**config.mk**
```make
export PLATFORM = sky130hd
export DESIGN_NAME = display_mux_7seg_flat
export DESIGN_NICKNAME = d
export VERILOG_FILES = /design/src/rtl/display_mux_7seg_pkg.sv /design/src/rtl/display_mux_7seg_if.sv /design/src/rtl/display_mux_7seg_decode.sv /design/src/rtl/display_mux_7seg.sv /design/src/flat_wrapper.sv
export SDC_FILE = /design/constraint.sdc
export NUM_CORES = 1
export LEC_CHECK = 0
export ABC_CLOCK_PERIOD_IN_PS = 2650
export BUFFER_PORTS_ARGS = -buffer_cell sky130_fd_sc_hd__buf_4
export CORE_MARGIN = 2
export CORE_UTILIZATION = 57
export DETAILED_ROUTE_END_ITERATION = 8
export PLACE_DENSITY = 0.81
export SLEW_MARGIN = 20
export SYNTH_ARGS = -nofsm -noshare
export SYNTH_HDL_FRONTEND = slang
export SYNTH_SLANG_ARGS = --single-unit
```
**constraint.sdc**
```tcl
create_clock -name clk -period 2.65 [get_ports clk]
set_clock_uncertainty 0.1 [all_clocks]
set_input_delay 0 -clock clk [delete_from_list [all_inputs] [get_ports clk]]
set_output_delay 0 -clock clk [all_outputs]
set_load 0.01 [all_outputs]
```
**src/rtl/display_mux_7seg_pkg.sv**
```systemverilog
`default_nettype none
// ============================================================================
// display_pkg : segment patterns, anode constants and divider helper shared by
//               the display blocks.
// Rev 1.0
// ============================================================================
package display_pkg;

   // Active-low segment patterns, bit order {g,f,e,d,c,b,a}
   localparam logic [6:0] SEG_0     = 7'b1000000;
   localparam logic [6:0] SEG_1     = 7'b1111001;
   localparam logic [6:0] SEG_2     = 7'b0100100;
   localparam logic [6:0] SEG_3     = 7'b0110000;
   localparam logic [6:0] SEG_4     = 7'b0011001;
   localparam logic [6:0] SEG_5     = 7'b0010010;
   localparam logic [6:0] SEG_6     = 7'b0000010;
   localparam logic [6:0] SEG_7     = 7'b1111000;
   localparam logic [6:0] SEG_8     = 7'b0000000;
   localparam logic [6:0] SEG_9     = 7'b0010000;
   localparam logic [6:0] SEG_BLANK = 7'b1111111;

   localparam logic [3:0] AN_OFF    = 4'b1111;

   function automatic int calc_div(input int clk_hz, input int refresh_hz);
      return clk_hz / refresh_hz;
   endfunction

endpackage
`default_nettype wire

```
**src/rtl/display_mux_7seg_if.sv**
```systemverilog
`default_nettype none
// ============================================================================
// display_mux_7seg_if : digit-select / segment bus between the display mux
//                       (master) and the BCD stage plus pads (slave).
// Rev 1.0
// ============================================================================
interface display_mux_7seg_if;

   logic       en;
   logic [3:0] digito;
   logic [1:0] sel;
   logic       tick;
   logic [3:0] an;
   logic [6:0] seg;

   modport master (
      input  en,
      input  digito,
      output sel,
      output tick,
      output an,
      output seg
   );

   modport slave (
      output en,
      output digito,
      input  sel,
      input  tick,
      input  an,
      input  seg
   );

endinterface
`default_nettype wire

```
**src/rtl/display_mux_7seg_decode.sv**
```systemverilog
`default_nettype none
// ============================================================================
// seg7_decode : combinational 4-bit digit to active-low 7-segment pattern.
// Rev 1.0
// ============================================================================
module seg7_decode
   import display_pkg::*;
(
   input  logic [3:0] digit,
   output logic [6:0] seg
);

   always_comb begin
      seg = SEG_BLANK;
      case (digit)
         4'd0:    seg = SEG_0;
         4'd1:    seg = SEG_1;
         4'd2:    seg = SEG_2;
         4'd3:    seg = SEG_3;
         4'd4:    seg = SEG_4;
         4'd5:    seg = SEG_5;
         4'd6:    seg = SEG_6;
         4'd7:    seg = SEG_7;
         4'd8:    seg = SEG_8;
         4'd9:    seg = SEG_9;
         default: seg = SEG_BLANK;
      endcase
   end

endmodule
`default_nettype wire

```
**src/rtl/display_mux_7seg.sv**
```systemverilog
`default_nettype none
// ============================================================================
// display_mux_7seg : time-multiplexed common-anode 7-segment driver with
//                    refresh prescaler, digit-select counter and registered
//                    outputs. Optional anti-ghosting blank: DISPLAY_MUX_BLANK_EN.
// Rev 1.0
// ============================================================================
module display_mux_7seg
   import display_pkg::*;
#(
   parameter int CLK_HZ       = 100000000,
   parameter int REFRESH_HZ   = 10000,
   parameter int N_DIGITS     = 2,
   parameter int BLANK_CYCLES = 100
)(
   input  logic                  clk,
   input  logic                  rst,
   display_mux_7seg_if.master    bus
);

   localparam int             DIV       = calc_div(CLK_HZ, REFRESH_HZ);
   localparam int             PW        = (DIV < 2) ? 1 : $clog2(DIV);
   localparam logic [PW-1:0]  PRESC_MAX = PW'(DIV - 1);
   localparam logic [1:0]     SEL_MAX   = 2'(N_DIGITS - 1);

   if (DIV < 2) begin : g_chk_div
      $error("display_mux_7seg: CLK_HZ/REFRESH_HZ must be >= 2");
   end
   if (N_DIGITS < 1 || N_DIGITS > 4) begin : g_chk_digits
      $error("display_mux_7seg: N_DIGITS must be 1..4");
   end
   if (BLANK_CYCLES < 0 || BLANK_CYCLES >= DIV) begin : g_chk_blank
      $error("display_mux_7seg: BLANK_CYCLES must be below the refresh divider");
   end

   logic [PW-1:0] presc_q, presc_d;
   logic          tick_q,  tick_d;
   logic [1:0]    sel_q,   sel_d;
   logic [3:0]    an_q,    an_d;
   logic [6:0]    seg_q,   seg_d;

   logic [6:0]    dec_seg;
   logic [3:0]    pos_mask;
   logic [3:0]    sel_onehot;

   seg7_decode u_decode (
      .digit (bus.digito),
      .seg   (dec_seg)
   );

   // Positions beyond N_DIGITS can never light, whatever sel holds
   for (genvar i = 0; i < 4; i++) begin : g_pos_mask
      assign pos_mask[i] = (i < N_DIGITS);
   end

   assign sel_onehot = 4'b0001 << sel_q;

`ifdef DISPLAY_MUX_BLANK_EN
   localparam int            BW        = (BLANK_CYCLES < 1) ? 1 : $clog2(BLANK_CYCLES + 1);
   localparam logic [BW-1:0] BLANK_LEN = BW'(BLANK_CYCLES);

   logic [BW-1:0] blank_q, blank_d;
`endif

   always_comb begin
      presc_d = (presc_q == PRESC_MAX) ? '0 : presc_q + PW'(1);
      tick_d  = (presc_q == PRESC_MAX);

      sel_d = sel_q;
      if (tick_q) begin
         sel_d = (sel_q == SEL_MAX) ? 2'd0 : sel_q + 2'd1;
      end

      // seg and an are both sampled from the current sel so they stay paired
      seg_d = dec_seg;
      an_d  = ~(sel_onehot & pos_mask);
      if (!bus.en) begin
         an_d = AN_OFF;
      end

`ifdef DISPLAY_MUX_BLANK_EN
      blank_d = blank_q;
      if (tick_q) begin
         blank_d = BLANK_LEN;
      end else if (blank_q != '0) begin
         blank_d = blank_q - BW'(1);
      end
      if (blank_q != '0) begin
         an_d = AN_OFF;
      end
`endif
   end

   always_ff @(posedge clk) begin
      if (rst) begin
         presc_q <= '0;
         tick_q  <= 1'b0;
         sel_q   <= 2'd0;
         an_q    <= AN_OFF;
         seg_q   <= SEG_BLANK;
`ifdef DISPLAY_MUX_BLANK_EN
         blank_q <= '0;
`endif
      end else begin
         presc_q <= presc_d;
         tick_q  <= tick_d;
         sel_q   <= sel_d;
         an_q    <= an_d;
         seg_q   <= seg_d;
`ifdef DISPLAY_MUX_BLANK_EN
         blank_q <= blank_d;
`endif
      end
   end

   assign bus.sel  = sel_q;
   assign bus.tick = tick_q;
   assign bus.an   = an_q;
   assign bus.seg  = seg_q;

endmodule
`default_nettype wire

```
**src/flat_wrapper.sv**
```systemverilog
// flat-port wrapper written by rule: the top's interface ports become plain ports
module display_mux_7seg_flat import display_pkg::*;
#(
   parameter int CLK_HZ       = 100000000,
   parameter int REFRESH_HZ   = 10000,
   parameter int N_DIGITS     = 2,
   parameter int BLANK_CYCLES = 100
)
  (clk, rst, bus_en, bus_digito, bus_sel, bus_tick, bus_an, bus_seg);
  display_mux_7seg_if bus_i ();
  input  logic clk;
  input  logic rst;
  input wire logic [$bits(bus_i.en)-1:0] bus_en;
  input wire logic [$bits(bus_i.digito)-1:0] bus_digito;
  output wire logic [$bits(bus_i.sel)-1:0] bus_sel;
  output wire logic [$bits(bus_i.tick)-1:0] bus_tick;
  output wire logic [$bits(bus_i.an)-1:0] bus_an;
  output wire logic [$bits(bus_i.seg)-1:0] bus_seg;
  assign bus_i.en = bus_en;
  assign bus_i.digito = bus_digito;
  assign bus_sel = bus_i.sel;
  assign bus_tick = bus_i.tick;
  assign bus_an = bus_i.an;
  assign bus_seg = bus_i.seg;
  display_mux_7seg #(.CLK_HZ(CLK_HZ), .REFRESH_HZ(REFRESH_HZ), .N_DIGITS(N_DIGITS), .BLANK_CYCLES(BLANK_CYCLES)) u_core (.clk(clk), .rst(rst), .bus(bus_i));
endmodule
```
==> run metrics, run 1 <==
Initial Util 0.593; clk_lat worst skew around 320 ps; most frequent cells after synthesis dfxtp_1, nor2_1, xnor2_1, nand2b_1; Top delay family on crit path simple AND/OR/NAND/NOR gates; CTS Buf Count 3; H-tree depth 1; Yosys top cell by area dfxtp_1; GPL Wtd Cong between 0.8 and 0.9; Hold Crit Class input pin to flop; ANT cells 0; post-synthesis register bit count 26; Pins Over Slew Limit 0; CP max stage cell or4_4; RSZ-0062 raised after global routing no; CTS tree built; Net Sw Frac 0.228; Post-Syn Instances 125; CP Depth 5; Critical Path Fanout Max 14; Int Power around 0.00053 W; critical-path cell list ha_1, nand3_1, or4_4, nand2b_4, nor2_1; maxcap violations 0; GRT Residual Overflow 0; Hold EP u_core.bus.an[1]; Flop pwr share 0.600; Comb pwr share 0.112; Mapped Area between 1000 and 1500 sq um; Initial DRC Count 10; Synth top area share 0.457; # fillers around 160; Buf+Inv Stages, Crit Path 0; Sw Pwr about 0.00016 W; CP endpoint kind flop; RR Startpoint u_core.presc_q[0]; core area roughly 1900 sq um; multi-input combinational cell area ~570 sq um; DR WL/cell between 10 and 15 microns; final cell count without fillers around 180; Avg Cell Area, Syn approximately 9 sq um; Layout area overhead 22.4%; Area contributors post-synth dfxtp_1, nor2_1, xnor2_1, ha_1, nand2b_1; vias in the first global route about 860; Worst Hold Depth 3; number of synthesized flops with an enable pin 0; IO Pins 21; CP required between 2000 and 3000 ps; first-pass GRT wire length ~3.6 mm; Yosys Warn Count 0; Place WS between 700 and 800 ps; routed wire length approximately 2.1 mm; post-synthesis sequential area ratio 0.457; clock buffer depth 2; asr flop ratio synth 0; initial antenna violation count 0; Main synth FF type dfxtp_1; Post-CTS Resized 0; r2r endpoint u_core.presc_q[6]; total power per unit cell area 489 nW/um^2; slowest stage delay, CP roughly 630 ps; Clock Sink Count 26; VDD IR max around 0.32 mV; fin nets 165; hpwl dp 1.44 mm; Final Critical Period 1910 ps; WP data arrival about 2000 ps; Max Fclk between 500 and 600 MHz; IO Port Bufs 18; final worst-path cycle share 0.720; die width between 40 and 50 microns; FP Rows 16; most frequent cell after synthesis dfxtp_1; reg2reg path depth 5; Total Neg Setup Slack 0 ps; via count ~890; final worst slack 742 ps; Setup Crit Path Kind flop to flop; Hold Fails Final Rpt 0; Synth cell types 29; die footprint approximately 2400 sq um; r2r setup slk about 740 ps; layout cells sized above 1 0.166; Clk pwr share 0.289; vias per cell about 5.0; CTS root buf clkbuf_4; status complete, no violations; Final setup viols 0; dpl cells 166; final antenna-violating net count 0; storage element area around 520 sq um; Hold Crit Start bus_en; Die Height just under 50 microns; final core utilization 0.726; GRT Resource Usage Total 0.198; DRC Markers 0; hold_buf cts 8; post-CTS setup buffers 0; largest net degree at the start of global routing 15; Pre-antenna DRT Iters 4; Worst setup SP type flop; CTS clk-pin slew, worst paths around 130 ps; leakage power around 0.56 nW
-- how the worst max path moves through the flow --
stage / end / start / slack, ps
after global placement: u_core.presc_q[12] / u_core.presc_q[5] / 840
after floorplan: u_core.presc_q[2] / u_core.presc_q[5] / 840
after detailed placement: u_core.presc_q[6] / u_core.presc_q[0] / 770
after CTS: u_core.presc_q[11] / u_core.presc_q[0] / 750
final: u_core.presc_q[6] / u_core.presc_q[0] / 740
after global routing: u_core.presc_q[10] / u_core.presc_q[0] / 610
-- layout make-up --
type                    instances  area share
multi-input cells              89       0.406
repair buffers                 26       0.154
clock buffers                   4      0.0260
inverters                       6      0.0161
flip-flops and latches         26       0.373
well taps                      27      0.0242
-- per-layer routing --
layer / vias to the layer above / share of wire / global-route usage
met4: 0 / 0.020 / 0.100
li1: 461 / - / -
met1: 408 / 0.44 / 0.235
met5: - / 0 / 0
met3: 4 / 0.028 / 0.0185
met2: 15 / 0.51 / 0.354
-- kinds of logic after synthesis --
family,after synthesis,share of synthesized area
compound gates,13,0.0714
xor+xnor,13,0.0999
fa+ha+maj,6,0.0659
buf+inv,11,0.0494
flops,26,0.457
other cells,1,0.00329
simple gates,55,0.254
-- metrics by stage --
step / total power (W) / hold WS [ps] / area [sq um]
after global placement: 0.000481 / 109 / 1280
after global routing: 0.000708 / 329 / 1400
after floorplan: 0.000458 / -16.4 / 1140
after CTS: 0.000689 / 310 / 1400
after detailed placement: 0.000484 / 107 / 1280
final: 0.000682 / 315 / 1400
-- power by group through the flow --
stage | clock network (W) | logic, W | registers (W)
detailed placement | 0 | 0.0000659 | 0.000418
finish | 0.000197 | 0.0000761 | 0.000409
CTS | 0.000205 | 0.0000756 | 0.000409
floorplan | 0 | 0.0000371 | 0.000421
global placement | 0 | 0.0000637 | 0.000417
global route | 0.000213 | 0.0000846 | 0.000410
-- worst reg2reg max path, cell delays in order (launching register included) --
cell,delay [ps]
dfxtp_1,420
ha_1,200
nand3_1,230
or4_4,630
nand2b_4,170
nor2_1,70
-- flip-flops by register name, indices dropped and copies added (netlist names) --
signal and cells:
u_core.presc_q 14, u_core.bus.an 2, u_core.bus.seg 7, u_core.bus.tick 1
u_core.bus.sel 2
-- cells in the final DEF, fill, tap and decap left out, drive strengths merged --
master       Yosys  layout
dlygate4sd3      0       8
and4             1       1
inv              6       6
o21bai           3       3
nor2            21      21
a21oi            4       4
o21ai            2       2
or4              2       2
nand3            4       4
nor4             1       1
dfxtp           26      26
buf              3      18
nand4            4       4
clkbuf           2       4
a21o             2       2
o22ai            1       1
ha               6       6
nand2            5       5
nand2b           8       8
xnor2            9       9
nor3             4       4
xor2             4       4
or3b             1       1
nor2b            3       3
a211oi           1       1
nand3b           1       1
conb             1       2
Power figures use the tool's default switching activity.
==> run 2: changes to the inputs <==
--- a/config.mk
+++ b/config.mk
@@ -5,12 +5,13 @@
 export SDC_FILE = /design/constraint.sdc
 export NUM_CORES = 1
 export LEC_CHECK = 0
-export ABC_CLOCK_PERIOD_IN_PS = 2650
+export ABC_CLOCK_PERIOD_IN_PS = 1500
 export BUFFER_PORTS_ARGS = -buffer_cell sky130_fd_sc_hd__buf_4
+export CORE_ASPECT_RATIO = 0.6
 export CORE_MARGIN = 2
-export CORE_UTILIZATION = 57
+export CORE_UTILIZATION = 48
 export DETAILED_ROUTE_END_ITERATION = 8
-export PLACE_DENSITY = 0.81
+export PLACE_DENSITY = 0.73
 export SLEW_MARGIN = 20
 export SYNTH_ARGS = -nofsm -noshare
 export SYNTH_HDL_FRONTEND = slang
==> constraint.sdc (replaced) <==
create_clock -name clk -period 1.5 [get_ports clk]
set_clock_uncertainty 0.1 [all_clocks]
set_input_delay 0 -clock clk [delete_from_list [all_inputs] [get_ports clk]]
set_output_delay 0 -clock clk [all_outputs]
set_load 0.01 [all_outputs]
==> run 2 against run 1 <==
Effect of this change:
- the run now ends with setup timing left
- critical path depth down 1
- sequential share of layout area is 4.1 points lower
- die area up 18%
- fmax is 9.1% higher
- final cell count is 11% higher
- worst setup slack got worse by 990 ps
- count of clock-buffer cells in the layout decreased by 1
- clock power increased to 3.0 times the previous value
- first-iteration DRC count increased to 4.4 times the previous value
- cell area is 14% higher
- wire length increased by 23%
- global-route usage barely moved
- critical path type unchanged
==> run metrics, run 2 (synthesized netlist as in run 1, its figures left out) <==
status finished, violations left; failing checks setup timing; Sw Pwr 0.000308 W (+98%); CP endpoint kind flop; clock buffer depth 2 (unchanged); Hold Crit Class input pin to flop; CTS Buf Count 3 (unchanged); first-pass GRT wire length 4.08 mm (+13%); GRT Residual Overflow 0 (unchanged); Net Sw Frac 0.212 (-0.0163); total power per unit cell area 917 nW/um^2 (+88%); Layout area overhead 39.0%; hpwl dp 1.72 mm (+20%); VDD IR max 0.781 mV (+140%); number of flip-flops under the largest register name 14 (unchanged); Worst Hold Depth 5 (+2); die width 66.9 microns (+37%); Initial DRC Count 44 (+34); Pre-antenna DRT Iters 4 (unchanged); FP Rows 13 (-3); initial antenna violation count 0 (unchanged); r2r setup slk -250 ps (-990 ps); Int Power 0.00115 W (+120%); register bank with the most flops u_core.presc_q; IO Port Bufs 18 (unchanged); reg2reg path depth 4 (-1); Die Height 41.7 microns (-14%); Clk pwr share 0.402 (+0.113); ANT cells 0 (unchanged); final worst slack -249 ps (-991 ps); layout cells sized above 1 0.323 (+0.158); Hold Crit Start bus_digito[0]; vias per cell 4.84 (-2.9%); CTS tree built; fin nets 181 (+9.7%); Flop pwr share 0.495 (-0.105); CP required 1570 ps (-1210 ps); Final setup viols 15 (+15); Critical Path Fanout Max 7 (-7); Final Critical Period 1750 ps (-159 ps); clk_lat worst skew 280 ps (-40 ps); Hold EP u_core.bus.seg[4]; core area 2210 sq um (+15%); H-tree depth 1 (unchanged); final antenna-violating net count 0 (unchanged); routed wire length 2.54 mm (+23%); most common cell after layout, fill and taps aside buf_4; final worst-path cycle share 1.17 (+0.446); Setup Crit Path Kind flop to flop; vias in the first global route 845 (-1.3%); Worst setup SP type flop; CTS root buf clkbuf_8; Clock Sink Count 26 (unchanged); Comb pwr share 0.103 (-0.009); die footprint 2790 sq um (+18%); RSZ-0062 raised after global routing yes; RR Startpoint u_core.presc_q[12]; Max Fclk 572 MHz (+9.1%); r2r endpoint u_core.presc_q[8]; CTS clk-pin slew, worst paths 100 ps (-30 ps); leakage power 0.659 nW (+18%); DR WL/cell 12.9 microns (+11%); Hold Slack 88.2 ps (-226 ps); IO Pins 21 (unchanged); Initial Util 0.515 (-0.0778); WP data arrival 1820 ps (-210 ps); via count 954 (+7.4%); Hold Fails Final Rpt 0 (unchanged); GRT Resource Usage Total 0.198 (about the same); post-place instance area 1420 sq um (+11%); GPL Wtd Cong 0.804 (-3.7%); post-route cell area 1580 sq um (+14%); largest net degree at the start of global routing 16 (+1); Final Power 0.00145 W (+110%); maxcap violations 0 (unchanged); most frequent cells in the layout buf_4, dfxtp_1, nor2_1; Pins Over Slew Limit 0 (unchanged); DRC Markers 0 (unchanged)
run 2: through the flow:
| stage | util | cells | setup slack, ps | TNS [ps] |
|---|---|---|---|---|
| 4_1_cts | 0.708 | 196 | -235 | -3290 |
| 3_3_place_gp | 0.641 | 185 | -192 | -2580 |
| 6_report | 0.716 | 197 | -249 | -3480 |
| 2_1_floorplan | - | 126 | -221 | -2610 |
| 3_5_place_dp | 0.641 | 185 | -224 | -2940 |
| 5_1_grt | 0.716 | 197 | -298 | -4090 |
run 2: worst max-delay path, cell delays in order (launching register included):
cell      delay, ps
dfxtp_2         330
or4_4           520
or4_4           480
nand2b_4        150
nor2_1           60
run 2: how the worst max path moves through the flow:
stage / start / to / slack, ps / cells after the start
after floorplan: u_core.presc_q[12] / u_core.presc_q[4] / -220 / 5
after global placement: u_core.presc_q[12] / u_core.presc_q[12] / -190 / 4
after detailed placement: u_core.presc_q[12] / u_core.presc_q[13] / -220 / 4
after CTS: u_core.presc_q[12] / u_core.presc_q[10] / -230 / 4
after global routing: u_core.presc_q[12] / u_core.presc_q[7] / -300 / 4
final: u_core.presc_q[12] / u_core.presc_q[8] / -250 / 4
run 2: power by group through the flow:
stage               Clock (W)  Sequential [W]  Combinational, W
finish               0.000584        0.000720          0.000150
global route         0.000608        0.000722          0.000164
CTS                  0.000586        0.000720          0.000147
detailed placement          0        0.000736          0.000132
global placement            0        0.000734          0.000128
floorplan                   0        0.000744         0.0000664
run 2: repair_timing:
action,in CTS,in global routing
endpoints found under the setup margin,15,16
hold buffers,6,0
gates cloned,1,0
pin swaps,2,1
gates resized for setup,2,4
hold endpoints to repair,12,0
setup buffers,0,1
run 2: per-layer routing:
layer	vias to the layer above	track usage	share of wire
li1	493	-	-
met1	429	0.285	0.51
met2	30	0.284	0.43
met3	2	0.0759	0.056
met4	0	0.0367	0.0091
met5	-	0	0
run 2: area by class of cell:
class | instances | area, sq um
Clock inverter | 1 | 30.0
Clock buffer | 3 | 41.3
Tap cell | 30 | 37.5
Fill cell | 158 | 628
Inverter | 6 | 22.5
Sequential cell | 26 | 526
Timing Repair Buffer | 41 | 323
Multi-Input combinational cell | 90 | 604
==> run 3: changes to the inputs <==
--- a/config.mk
+++ b/config.mk
@@ -5,13 +5,11 @@
 export SDC_FILE = /design/constraint.sdc
 export NUM_CORES = 1
 export LEC_CHECK = 0
-export ABC_CLOCK_PERIOD_IN_PS = 1500
+export ABC_CLOCK_PERIOD_IN_PS = 1850
 export BUFFER_PORTS_ARGS = -buffer_cell sky130_fd_sc_hd__buf_4
-export CORE_ASPECT_RATIO = 0.6
-export CORE_MARGIN = 2
-export CORE_UTILIZATION = 48
+export CORE_UTILIZATION = 53
 export DETAILED_ROUTE_END_ITERATION = 8
-export PLACE_DENSITY = 0.73
+export PLACE_DENSITY = 0.77
 export SLEW_MARGIN = 20
 export SYNTH_ARGS = -nofsm -noshare
 export SYNTH_HDL_FRONTEND = slang
==> constraint.sdc (replaced) <==
create_clock -name clk -period 1.85 [get_ports clk]
set_clock_uncertainty 0.1 [all_clocks]
set_input_delay 0 -clock clk [delete_from_list [all_inputs] [get_ports clk]]
set_output_delay 0 -clock clk [all_outputs]
set_load 0.01 [all_outputs]
==> run 3 against run 2 <==
Effect of this change:
- the flow now finishes without violations
- power down 37%
- count of clock-buffer cells in the layout unchanged
- core utilization about the same
- final cell count down 8.1%
- worst hold slack better by 240 ps
- sequential power down 19%
- die area down 16%
- critical endpoint is now u_core.presc_q[12]
- largest cell class unchanged
- largest power group unchanged
==> run metrics, run 3 (synthesized netlist as in run 1, its figures left out) <==
status complete, no violations; Final Power 0.000922 W (-37%); CP endpoint kind flop; fin nets 169 (-6.6%); CP required 1970 ps (+400 ps); Place WS 44.7 ps (+268 ps); Final setup viols 0 (-15); Pre-antenna DRT Iters 4 (unchanged); CP Depth 4 (unchanged); final core utilization 0.716 (about the same); slowest stage delay, CP 540 ps (+20 ps); CTS clk-pin slew, worst paths 130 ps (+30 ps); layout cells sized above 1 0.188 (-0.135); leakage power 0.577 nW (-12%); CP max stage cell or4_4; most common cell after layout, fill and taps aside dfxtp_1; Clock Sink Count 26 (unchanged); Worst Hold Depth 3 (-2); RSZ-0062 raised after global routing no; Layout area overhead 24.5%; RR Startpoint u_core.presc_q[4]; Worst setup SP type flop; GPL Wtd Cong 0.777 (-3.4%); final antenna-violating net count 0 (unchanged); Buf+Inv Stages, Crit Path 0 (unchanged); vias per cell 4.91 (+1.4%); Top delay family on crit path simple AND/OR/NAND/NOR gates; Initial Util 0.575 (+0.0599); GRT Resource Usage Total 0.198 (-0.000338); critical-path cell list or3b_2, or4_4, nand2b_4, nor2_1; DRC Markers 0 (unchanged); number of flip-flops under the largest register name 14 (unchanged); die footprint 2340 sq um (-16%); largest net degree at the start of global routing 15 (-1); reg2reg path depth 4 (unchanged); core area 1980 sq um (-10%); FP Rows 16 (+3); via count 889 (-6.8%); WP data arrival 1910 ps (+90 ps); register bank with the most flops u_core.presc_q; Crit. Startpoint u_core.presc_q[4]; Hold Fails Final Rpt 0 (unchanged); r2r setup slk 60 ps (+310 ps); hpwl dp 1.37 mm (-20%); H-tree depth 1 (unchanged); VDD IR max 0.518 mV (-34%); IO Pins 21 (unchanged); post-CTS setup buffers 0 (unchanged); CTS root buf clkbuf_4; IO Port Bufs 18 (unchanged); Setup Crit Path Kind flop to flop; die width 48.4 microns (-28%); CTS Buf Count 3 (unchanged); total power per unit cell area 650 nW/um^2 (-29%); ANT cells 0 (unchanged); routed wire length 2.00 mm (-21%); Hold Crit Class input pin to flop; GRT Residual Overflow 0 (unchanged); final worst slack 57.7 ps (+307 ps); Max Fclk 558 MHz (-2.4%); Initial DRC Count 14 (-68%); r2r endpoint u_core.presc_q[12]; clock buffer depth 2 (unchanged); final worst-path cycle share 0.969 (-0.197); Total Neg Setup Slack 0 ps (+3480 ps); most frequent cells in the layout dfxtp_1, nor2_1, buf_4; Die Height 48.4 microns (+16%); initial antenna violation count 0 (unchanged); critical path endpoint u_core.presc_q[12]; vias in the first global route 850 (+0.59%); Critical Path Fanout Max 7 (unchanged); maxcap violations 0 (unchanged); Final Critical Period 1790 ps (+43.2 ps); first-pass GRT wire length 3.54 mm (-13%); CTS tree built; DR WL/cell 11.0 microns (-14%); Pins Over Slew Limit 0 (unchanged); clk_lat worst skew 310 ps (+30 ps)
## run 3: cell count changes in the layout (fill, tap and decap cells not counted), sizes merged
cell | before | now
bufinv | 1 | 0
buf | 35 | 21
dlygate4sd3 | 6 | 8
## run 3: metal layers
layer  wire (microns)  vias to the layer above  global-route usage
met4               44                        0               0.103
met5                0                        -                   0
li1                 -                      472                   -
met3               53                        4              0.0409
met2              985                       13               0.350
met1              915                      400               0.223
## run 3: cell type report
class / count / area (sq um)
Fill cell: 172 / 563
Tap cell: 27 / 33.8
Timing Repair Buffer: 29 / 238
Clock buffer: 3 / 22.5
Inverter: 6 / 22.5
Sequential cell: 26 / 522
Multi-Input combinational cell: 90 / 581
## run 3: what timing repair did
action / in CTS / in global routing
endpoints found under the hold margin: 12 / 0
gates resized for setup: 0 / 2
endpoints found under the setup margin: 0 / 14
hold buffers: 8 / 0
## run 3: how the worst min path moves through the flow
stage	endpoint	from
after CTS	u_core.bus.an[0]	bus_en
after global placement	u_core.bus.an[0]	bus_en
after global routing	u_core.bus.an[0]	bus_en
after detailed placement	u_core.bus.an[1]	bus_en
after floorplan	u_core.bus.an[0]	bus_en
final	u_core.bus.an[0]	bus_en
## run 3: worst register-to-register path, delay by kind of cell, from the launching register on
| kind | cells | cell delay (ps) |
|---|---|---|
| simple gates | 4 | 1220 |
| flops | 1 | 390 |
## run 3: through the flow
| step | hold slack [ps] | cells | cell area [sq um] |
|---|---|---|---|
| final | 332 | 181 | 1420 |
| after global routing | 343 | 181 | 1420 |
| after CTS | 317 | 180 | 1400 |
| after detailed placement | 109 | 169 | 1300 |
| after global placement | 100 | 169 | 1300 |
| after floorplan | -16.4 | 126 | 1140 |
## run 3: power breakdown
group / switching, W / total, W / internal (W) / leakage, nW
Sequential: 0.00000800 / 0.000585 / 0.000577 / 0.213
Clock: 0.000150 / 0.000227 / 0.0000762 / 0.0138
Combinational: 0.0000531 / 0.000111 / 0.0000581 / 0.350
